## config.mk

```make
export PLATFORM = sky130hd
export DESIGN_NAME = system_qsys_avm_single_read
export DESIGN_NICKNAME = d
export VERILOG_FILES = /design/src/rtl/system_qsys_avm_single_read.sv
export SDC_FILE = /design/constraint.sdc
export NUM_CORES = 1
export LEC_CHECK = 0
export ABC_AREA = 1
export CORE_MARGIN = 8
export CORE_UTILIZATION = 28
export CTS_CLUSTER_DIAMETER = 200
export DETAILED_ROUTE_END_ITERATION = 8
export HOLD_SLACK_MARGIN = 0.08
export MAX_ROUTING_LAYER = met4
export PLACE_DENSITY = 0.76
export SLEW_MARGIN = 20
export SYNTH_ARGS = -nofsm -noshare
export SYNTH_HDL_FRONTEND = slang
export SYNTH_SLANG_ARGS = --single-unit
```

## constraint.sdc

```tcl
create_clock -name i_clock -period 1.44 [get_ports i_clock]
set_clock_uncertainty 0.2 [all_clocks]
set_input_delay 0.432 -clock i_clock [delete_from_list [all_inputs] [get_ports i_clock]]
set_output_delay 0.432 -clock i_clock [all_outputs]
set_load 0.02 [all_outputs]
```

## src/rtl/system_qsys_avm_single_read.sv

```systemverilog
// rtl/system_qsys_avm_single_read.sv - one Avalon-MM read with waitrequest, fixed latency and timeout
module system_qsys_avm_single_read #(
  parameter int READ_LATENCY   = 0,
  parameter int TIMEOUT_CYCLES = 255
) (
  input  logic        i_clock,
  input  logic        i_reset_n,
  input  logic        i_active,
  input  logic        i_addr,
  output logic        o_avm_address,
  output logic        o_avm_read,
  input  logic        i_avm_waitrequest,
  input  logic [31:0] i_avm_readdata,
  output logic [31:0] o_data,
  output logic        o_accept,
  output logic        o_valid,
  output logic        o_timeout
);

  localparam int              TW       = $clog2(TIMEOUT_CYCLES + 1);
  localparam logic [TW-1:0]   TO_LAST  = TW'(TIMEOUT_CYCLES - 1);
  localparam logic [TW-1:0]   TO_MAX   = TW'(TIMEOUT_CYCLES);
  localparam logic            HAS_LAT  = (READ_LATENCY != 0);
  localparam logic [1:0]      LAT_LAST = 2'((READ_LATENCY != 0) ? (READ_LATENCY - 1) : 0);

  logic [TW-1:0] r_to_cnt;
  logic          r_in_lat;
  logic [1:0]    r_lat_cnt;
  logic          w_accept;
  logic          w_last_lat;

  assign o_avm_address = i_addr;
  assign o_avm_read    = i_active & ~r_in_lat;
  assign w_accept      = o_avm_read & ~i_avm_waitrequest;
  assign w_last_lat    = HAS_LAT & r_in_lat & (r_lat_cnt == LAT_LAST);
  assign o_accept      = w_accept;
  assign o_valid       = HAS_LAT ? w_last_lat : w_accept;
  // A capture on the final allowed cycle wins over the abort.
  assign o_timeout     = i_active & ~o_valid & (r_to_cnt == TO_LAST);
  assign o_data        = i_avm_readdata;

  always_ff @(posedge i_clock or negedge i_reset_n) begin
    if (!i_reset_n) begin
      r_to_cnt  <= '0;
      r_in_lat  <= 1'b0;
      r_lat_cnt <= '0;
    end else if (!i_active || o_valid || o_timeout) begin
      r_to_cnt  <= '0;
      r_in_lat  <= 1'b0;
      r_lat_cnt <= '0;
    end else begin
      r_to_cnt <= (r_to_cnt == TO_MAX) ? r_to_cnt : r_to_cnt + 1'b1;
      if (w_accept) begin
        r_in_lat  <= 1'b1;
        r_lat_cnt <= '0;
      end else if (r_in_lat) begin
        r_lat_cnt <= r_lat_cnt + 2'd1;
      end
    end
  end

endmodule

```

# ---- After elaboration in Yosys (flattened, before gate mapping)
# Cells that the tools add are included.
dict set report totals {
  regBits 9
  out_inout_bits 37
  wordCells 21
}
dict set report classes {
  bitwise_logic 7
  n_reduce_logical 4
  n_addsub 1
  eq_ne 3
  mux 4
}
# cell n
set op_table {}
lappend op_table {{$eq 8x8->1 const B} 2}
lappend op_table {{$mux 8} 2}
lappend op_table {{$add 8x1->8 const B} 1}
lappend op_table {{$and 1x1->1} 4}
lappend op_table {{$not 1->1} 3}
lappend op_table {{$logic_or 1x1->1} 2}
lappend op_table {{$mux 1} 2}
lappend op_table {{$ne 2x2->1 const B} 1}
lappend op_table {{$reduce_bool 2->1} 1}
lappend op_table {{$logic_not 1->1} 1}

# ---- Logic depth before layout (Yosys ltp)
# Gate-level depths: netlist of run 1.
dict set report depth {
  depth_word 8
  depth_mapped 7
  ltp_nobuf 7
}

# ---- Least setup slack after synthesis of run 1
# Ideal clock, no wire load.
dict set report synth_timing {
  kind {in2out}
  startpoint {in i_active}
  endpoint {out o_valid}
  path_stages 3
  arrival_ns 1.226
  n_path_buf 1
  slack_ns -0.418
  path_cell_list {inv_1 > nor3_1 > buf_4}
}
dict set report synth_between {
  elab_chain_cells 2
}
# item line_no
set synth_rtl {}
lappend synth_rtl {{from (decl)} 8} ;# input logic i_active,
lappend synth_rtl {{$and 1x1->1} 33} ;# assign o_avm_read = i_active & ~r_in_lat;
lappend synth_rtl {{$and 1x1->1} 34} ;# assign w_accept = o_avm_read & ~i_avm_waitrequest;
lappend synth_rtl {{to (decl)} 16} ;# output logic o_valid,
# Every way passes these cells.

# ---- Worst setup path in the final report of run 1
dict set report layout_timing {
  startpoint {reg r_to_cnt[0]}
  endpoint {out o_timeout}
}
dict set report layout_between {
  elab_chain_cells 2
}
# item line_no
set layout_rtl {}
lappend layout_rtl {{from (decl)} 26} ;# logic [TW-1:0] r_to_cnt;
lappend layout_rtl {{from (signal assigned)} 52} ;# r_to_cnt <= (r_to_cnt == TO_MAX) ? r_to_cnt : r_to_cnt + 1'b1;
lappend layout_rtl {{$eq 8x8->1} 39} ;# assign o_timeout = i_active & ~o_valid & (r_to_cnt == TO_LAST);
lappend layout_rtl {{$and 1x1->1} 39}
lappend layout_rtl {{to (decl)} 17} ;# output logic o_timeout
# Every way passes these cells.

==> results of run 1 <==
[cell usage in the layout, fill, tap and decap left out, drive strengths merged]
cell,synthesis,layout
a21oi,4,4
o21bai,1,1
nor2,11,11
nand3,6,6
xnor2,1,1
clkdlybuf4s50,0,1
nand4,3,3
nand2,24,24
inv,14,14
xor2,1,1
dlygate4sd2,0,1
o21ai,1,1
ha,2,2
buf,34,25
dfrtp,9,9
nor3,1,1
clkbuf,0,5
[worst max-delay path: cells and delay by family (launching register included)]
kind / cells / cell delay [ns]
DFF: 1 / 0.38
buffers and inverters: 3 / 0.21
and+or+nand+nor: 3 / 0.23
adders and majority gates: 1 / 0.17
[power by group through the flow]
stage               sequential [uW]  clock, uW  combinational [uW]
detailed placement              262          0                62.9
floorplan                       263          0                 160
global placement                261          0                60.8
global route                    257        219                89.4
finish                          257        200                82.6
CTS                             257        206                65.9
[cells by family (layout without fill, tap and decap cells)]
| kind of cell | after synthesis | count (layout) |
|---|---|---|
| adders and majority gates | 2 | 2 |
| AOI/OAI and AO/OA | 6 | 6 |
| DFF | 9 | 9 |
| buffers and inverters | 48 | 46 |
| and+or+nand+nor | 45 | 45 |
| xor gates and xnor gates | 2 | 2 |
[sequential cells by signal (all words and copies together), names as in the netlist]
signal,count
r_to_cnt,8
r_in_lat,1
[worst max path at each step]
| stage | start | end | slack [ns] | cells after the start |
|---|---|---|---|---|
| 3_3_place_gp | i_avm_waitrequest | o_timeout | -0.97 | 4 |
| 3_5_place_dp | i_avm_waitrequest | o_timeout | -1.02 | 4 |
| 6_report | r_to_cnt[0] | o_timeout | -0.46 | 7 |
| 4_1_cts | r_to_cnt[0] | o_timeout | -0.49 | 7 |
| 5_1_grt | r_to_cnt[0] | o_timeout | -0.54 | 7 |
| 2_1_floorplan | r_to_cnt[0] | o_timeout | -0.23 | 6 |
[final cells by class]
cell class                      count  area, um2  share of cell area [%]
Sequential cell                     9        226                    22.6
Tap cell                           33       41.3                    4.13
Timing Repair Buffer               28        241                    24.1
Multi-Input combinational cell     55        410                    41.0
Inverter                           14       55.1                    5.50
Clock buffer                        4       26.3                    2.63
[what timing repair did]
action / CTS / global route
setup endpoints to repair: 13 / 13
resized for setup: 33 / 20
setup buffers: 2 / 5
pin swaps: 8 / 15
[per-layer routing]
metal	GRT usage (%)	routed length, um	vias to the layer above
met4	4.39	19	0
met1	6.55	651	281
met2	11.4	833	18
met5	-	0	-
li1	-	-	305
met3	3.53	176	2
[per-stage QoR]
step / area (um2) / setup slack, ns / TNS [ns] / total power [uW]
after floorplan: 858 / -0.233 / -0.623 / 423
after global placement: 835 / -0.975 / -8.21 / 322
after detailed placement: 835 / -1.02 / -8.80 / 325
after CTS: 903 / -0.493 / -1.30 / 529
after global routing: 1000 / -0.540 / -2.44 / 566
final: 1000 / -0.457 / -1.44 / 540
==> flow_summary_export.csv, run 1 <==
group,metric,value,unit
run_status,status,"complete, but fails checks",
run_status,violations,"setup timing",
setup_path,reg2reg_slack,-0.08,ns
setup_path,cp.required,0.81,ns
finish,drive_gt1_share,51.8,%
synthesis,syn_area_per_cell,7.46,um2
die,core-area,2950,um2
synthesis,synth_compound_area_share,4.34,%
clock_network,cts.path.max_buffers,2,
setup_path,cp-start-kind,"flip-flop",
sta,hold_slack,0.257,ns
sta,hold_viol,0,
power_and_ir_drop,power.leakage,0.000507,uW
flow_run,max_cap_viol_count,0,
clock_network,clock-sinks,9,
power_and_ir_drop,p_comb_share,15.3,%
grt,grt_pass1_wl,2.78,mm
die,initial_core_util,28.3,%
setup_path,worst-path-max-fanout,2,
clock_network,clk_pin_slew,0.06,ns
power_and_ir_drop,seqPwrFrac,47.6,%
grt,grt_usage,7.05,%
clock_network,clock_latency,0.26,ns
sta,setup_violations,10,
setup_path,worstPathCellList,"inv_1 > ha_2 > inv_2 > nor2_4 > nand2_2 > nor2_4 > buf_6",
power_and_ir_drop,peakVddDrop,0.190,mV
finish,final_nets,150,
setup_path,setup.worst_path.class,"flip-flop to primary output",
setup_path,cp_slowest_cell,"dfrtp_1",
clock_network,holdBufCountCts,0,
detailed_routing,via_per_inst,4.24,
die,num_io_pins,74,
synthesis,synth_edf_count,0,
synthesis,synth_nets,151,
sta,rsz0062_at_grt,"yes",
synthesis,muxShareOfSynthArea,0,%
detailed_routing,first_pass_iters,4,
synthesis,synth_top_family_by_area,"buffers and inverters",
sta,min_period,1.90,ns
synthesis,syn_inst,112,
placed_design,numPortBuffers,7,
synthesis,synth_area_leaders,"buf_4 31%, dfrtp_1 27%, nand2_1 8.5%",
setup_path,crit_path_frequent_cell,"nor2_4",
grt,grt_antenna_before_repair,0,
power_and_ir_drop,netSwitchingPower,139,uW
sta,max_freq,527,MHz
setup_path,r2r_start,"r_to_cnt[0]",
die,rows,20,
synthesis,yosysTopAreaCell,"buf_4",
sta,timing.final.crit_share,132,%
placed_design,dpl.cell_count,134,
synthesis,synth_common_cells,"34 x buf_4, 19 x nand2_1, 13 x inv_1",
setup_path,cpPeakStageDelay,0.38,ns
placed_design,place.gp.congestion,0.799,
clock_network,root_buffer,"clkbuf_4",
die,dieArea,4990,um2
power_and_ir_drop,p_clk_share,37.1,%
finish,n_fill_cell,312,
synthesis,synth_seq_area_share,26.9,%
finish,fin_util,33.9,%
grt,grt.overflow.total,0,
sta,slew_headroom,84.1,%
power_and_ir_drop,intPower,401,uW
setup_path,end_kind,"primary output",
sta,final_max_slew_viol_count,0,
finish,diodes,0,
setup_path,r2r-end,"r_to_cnt[0]",
placed_design,dp_hpwl,1.20,mm
die,die_w,70.6,um
power_and_ir_drop,switching_share,25.7,%
synthesis,synthArstFlopShare,100,%
synthesis,synth_cell_types,20,
synthesis,yosys_register_bits,9,
detailed_routing,drt_iter0_markers,6,
clock_network,cts_buffers,3,
synthesis,synthXorXnorAreaFrac,2.10,%
synthesis,synth_area,836,um2
setup_path,cp.arrival,1.26,ns
grt,grt_pass1_vias,625,
finish,finalNonFillerCells,143,
detailed_routing,drc,0,
synthesis,synth_ff_type,"dfrtp_1",
worst_hold_path,hold_path.class,"primary input to async pin",
detailed_routing,ant_nets,0,
power_and_ir_drop,powerDensity,539,nW/um2
synthesis,synth_most_common_cell,"buf_4",
synthesis,yosys.area_share.adder,2.99,%
detailed_routing,finalWirelength,1.68,mm
synthesis,synth_simple_gate_area_share,26.8,%
synthesis,yosys_warnings,0,
clock_network,htreeDepth,1,
detailed_routing,dr_total_vias,606,
sta,worst_slew_pin_slew,0.238,ns
synthesis,yosysTopAreaCellShare,30.5,%
die,die_y,70.6,um
clock_network,cts_tree,"built",
setup_path,worstRegToRegCells,9,
grt,grt_max_degree,10,
detailed_routing,wl_per_cell,11.7,um
sta,worst_slack,-0.457,ns
finish,area_delta_synth_final,19.8,%
No activity file was read; power rests on OpenSTA's default activity.
==> inputs of run 2 (changes only) <==
- CORE_UTILIZATION: 28 -> 31
- PLACE_DENSITY: 0.76 -> 0.8
- clock period: 1.44 -> 2 ns (I/O delays scaled with it)
==> run 2 against run 1 <==
Net effect:
- the flow still finishes with violations (setup timing)
- critical endpoint unchanged
- clock-buffer cell count unchanged
- core utilization down 0.91 points
- largest cell class unchanged
- sequential cell count did not move
- worst hold slack better by 0.10 ns
- combinational power fell by 49%
- wire length fell by 6.0%
==> flow_summary_export.csv, run 2 (synthesized netlist as in run 1, its figures left out) <==
group,metric,value,unit
finish,mostFrequentLayoutCells,"21 x buf_4, 19 x nand2_1, 11 x inv_1, 9 x dfrtp_1, 7 x nor2_1",
clock_network,cts_buffers,3,
finish,multi_input_area,333,um2
detailed_routing,drt_iter0_markers,12,
die,die_w,67.9,um
setup_path,critical-path-top-delay-family,"flip-flops",
clock_network,clock-sinks,9,
placed_design,numPortBuffers,7,
grt,grt_max_degree,10,
die,initial_core_util,31.4,%
setup_path,cp-start-kind,"flip-flop",
setup_path,end_kind,"primary output",
grt,grt_antenna_before_repair,0,
setup_path,cp.arrival,1.26,ns
die,dieArea,4610,um2
power_and_ir_drop,peakVddDrop,0.221,mV
die,core-area,2660,um2
sta,fin_setup_tns,-0.0629,ns
setup_path,crit_buf_inv,3,
placed_design,dpl_worst_slack,-0.754,ns
finish,area_delta_synth_final,5.09,%
clock_network,cts_tree,"built",
sta,max_freq,485,MHz
finish,seq_area,225,um2
setup_path,cp_slowest_cell,"dfrtp_1",
sta,slew_headroom,68.9,%
sta,worst_slew_pin_slew,0.465,ns
sta,final_max_slew_viol_count,0,
power_and_ir_drop,seqPwrFrac,49.2,%
grt,grt_usage,8.53,%
power_and_ir_drop,powerDensity,427,nW/um2
clock_network,clk_pin_slew,0.06,ns
sta,hold_viol,0,
flow_run,max_cap_viol_count,0,
power_and_ir_drop,p_comb_share,11.3,%
detailed_routing,drc,0,
finish,drive_gt1_share,40.7,%
power_and_ir_drop,p_clk_share,39.4,%
grt,grt_pass1_wl,2.86,mm
finish,final_nets,148,
clock_network,clock_latency,0.27,ns
grt,grt_pass1_vias,676,
finish,reg_top3,"r_to_cnt x8, r_in_lat x1",
finish,regMostFlops,"r_to_cnt",
detailed_routing,wl_per_cell,11.4,um
die,num_io_pins,74,
placed_design,dpl.cell_count,129,
finish,largest_reg_flops,8,
clock_network,htreeDepth,1,
power_and_ir_drop,intPower,279,uW
sta,worst_slack,-0.0629,ns
sta,setup_violations,1,
detailed_routing,first_pass_iters,4,
sta,rsz0062_at_grt,"yes",
grt,grt.overflow.total,0,
sta,min_period,2.06,ns
detailed_routing,dr_total_vias,627,
power_and_ir_drop,power.total,375,uW
detailed_routing,finalWirelength,1.58,mm
sta,timing.final.crit_share,103,%
die,rows,19,
worst_hold_path,hold_path.class,"flip-flop to flip-flop",
run_status,violations,"setup timing",
clock_network,root_buffer,"clkbuf_4",
power_and_ir_drop,switching_share,25.6,%
placed_design,dp_hpwl,1.18,mm
clock_network,holdBufCountCts,0,
finish,finalNonFillerCells,139,
setup_path,worstPathCellList,"inv_1 > ha_2 > inv_2 > nor2_4 > nand2_2 > nor2_2 > buf_6",
finish,n_fill_cell,313,
detailed_routing,ant_nets,0,
power_and_ir_drop,netSwitchingPower,96.2,uW
finish,fin_util,33.0,%
setup_path,cpPeakStageDelay,0.37,ns
finish,diodes,0,
run_status,status,"complete, but fails checks",
placed_design,place.gp.congestion,0.904,
setup_path,cp.required,1.20,ns
finish,final_common_cell,"buf_4",
detailed_routing,via_per_inst,4.51,
setup_path,worst-path-max-fanout,2,
setup_path,setup.worst_path.class,"flip-flop to primary output",
power_and_ir_drop,power.leakage,0.000495,uW
clock_network,cts.path.max_buffers,2,
die,die_y,67.9,um
run 2: area by class of cell:
cell class / instances / area share, %
multi-input cells: 55 / 37.9
flip-flops and latches: 9 / 25.6
repair buffers: 26 / 23.1
inverters: 14 / 5.98
well taps: 31 / 4.42
clock buffers: 4 / 2.99
run 2: final timing paths:
path | start | to | slack [ns] | cells past startpoint
hold reg to reg | r_in_lat | r_in_lat | 0.36 | 2
max in group asynchronous | i_reset_n | r_to_cnt[2] | 0.83 | 1
min in group asynchronous | i_reset_n | r_to_cnt[7] | 0.45 | 1
hold / removal | r_in_lat | r_in_lat | 0.36 | 2
setup reg to reg | r_to_cnt[0] | r_to_cnt[6] | 0.11 | 12
setup / recovery | r_to_cnt[0] | o_timeout | -0.06 | 7
run 2: worst min-delay path, stage by stage (launching register included):
cell,delay [ns]
dfrtp_1,0.42
inv_1,0.07
nor2_1,0.04
run 2: power by group through the flow:
stage	combinational [uW]	sequential, uW	clock [uW]
floorplan	114	190	0
global placement	39.9	188	0
detailed placement	41.8	188	0
CTS	42.5	185	151
global route	48.4	185	157
finish	42.5	185	148
run 2: stage by stage:
| step | hold WS [ns] | instance area, um2 |
|---|---|---|
| after floorplan | 0.104 | 843 |
| after global placement | 0.327 | 795 |
| after detailed placement | 0.334 | 795 |
| after CTS | 0.361 | 870 |
| after global routing | 0.395 | 878 |
| final | 0.361 | 878 |
run 2: layer usage:
metal / GRT usage [%] / vias up / part of all wire, % / wire length [um]
met1: 7.69 / 303 / 36 / 563
met5: - / - / 0 / 0
met4: 6.14 / 0 / 2.8 / 44
met2: 14.8 / 15 / 51 / 810
met3: 2.78 / 5 / 10 / 160
li1: - / 304 / - / -
run 2: repair_timing:
action	4_1_cts	5_1_grt
endpoints found under the setup margin	4	10
setup buffers	6	1
endpoints found under the hold margin	0	0
pin swaps	5	1
resized for setup	30	2
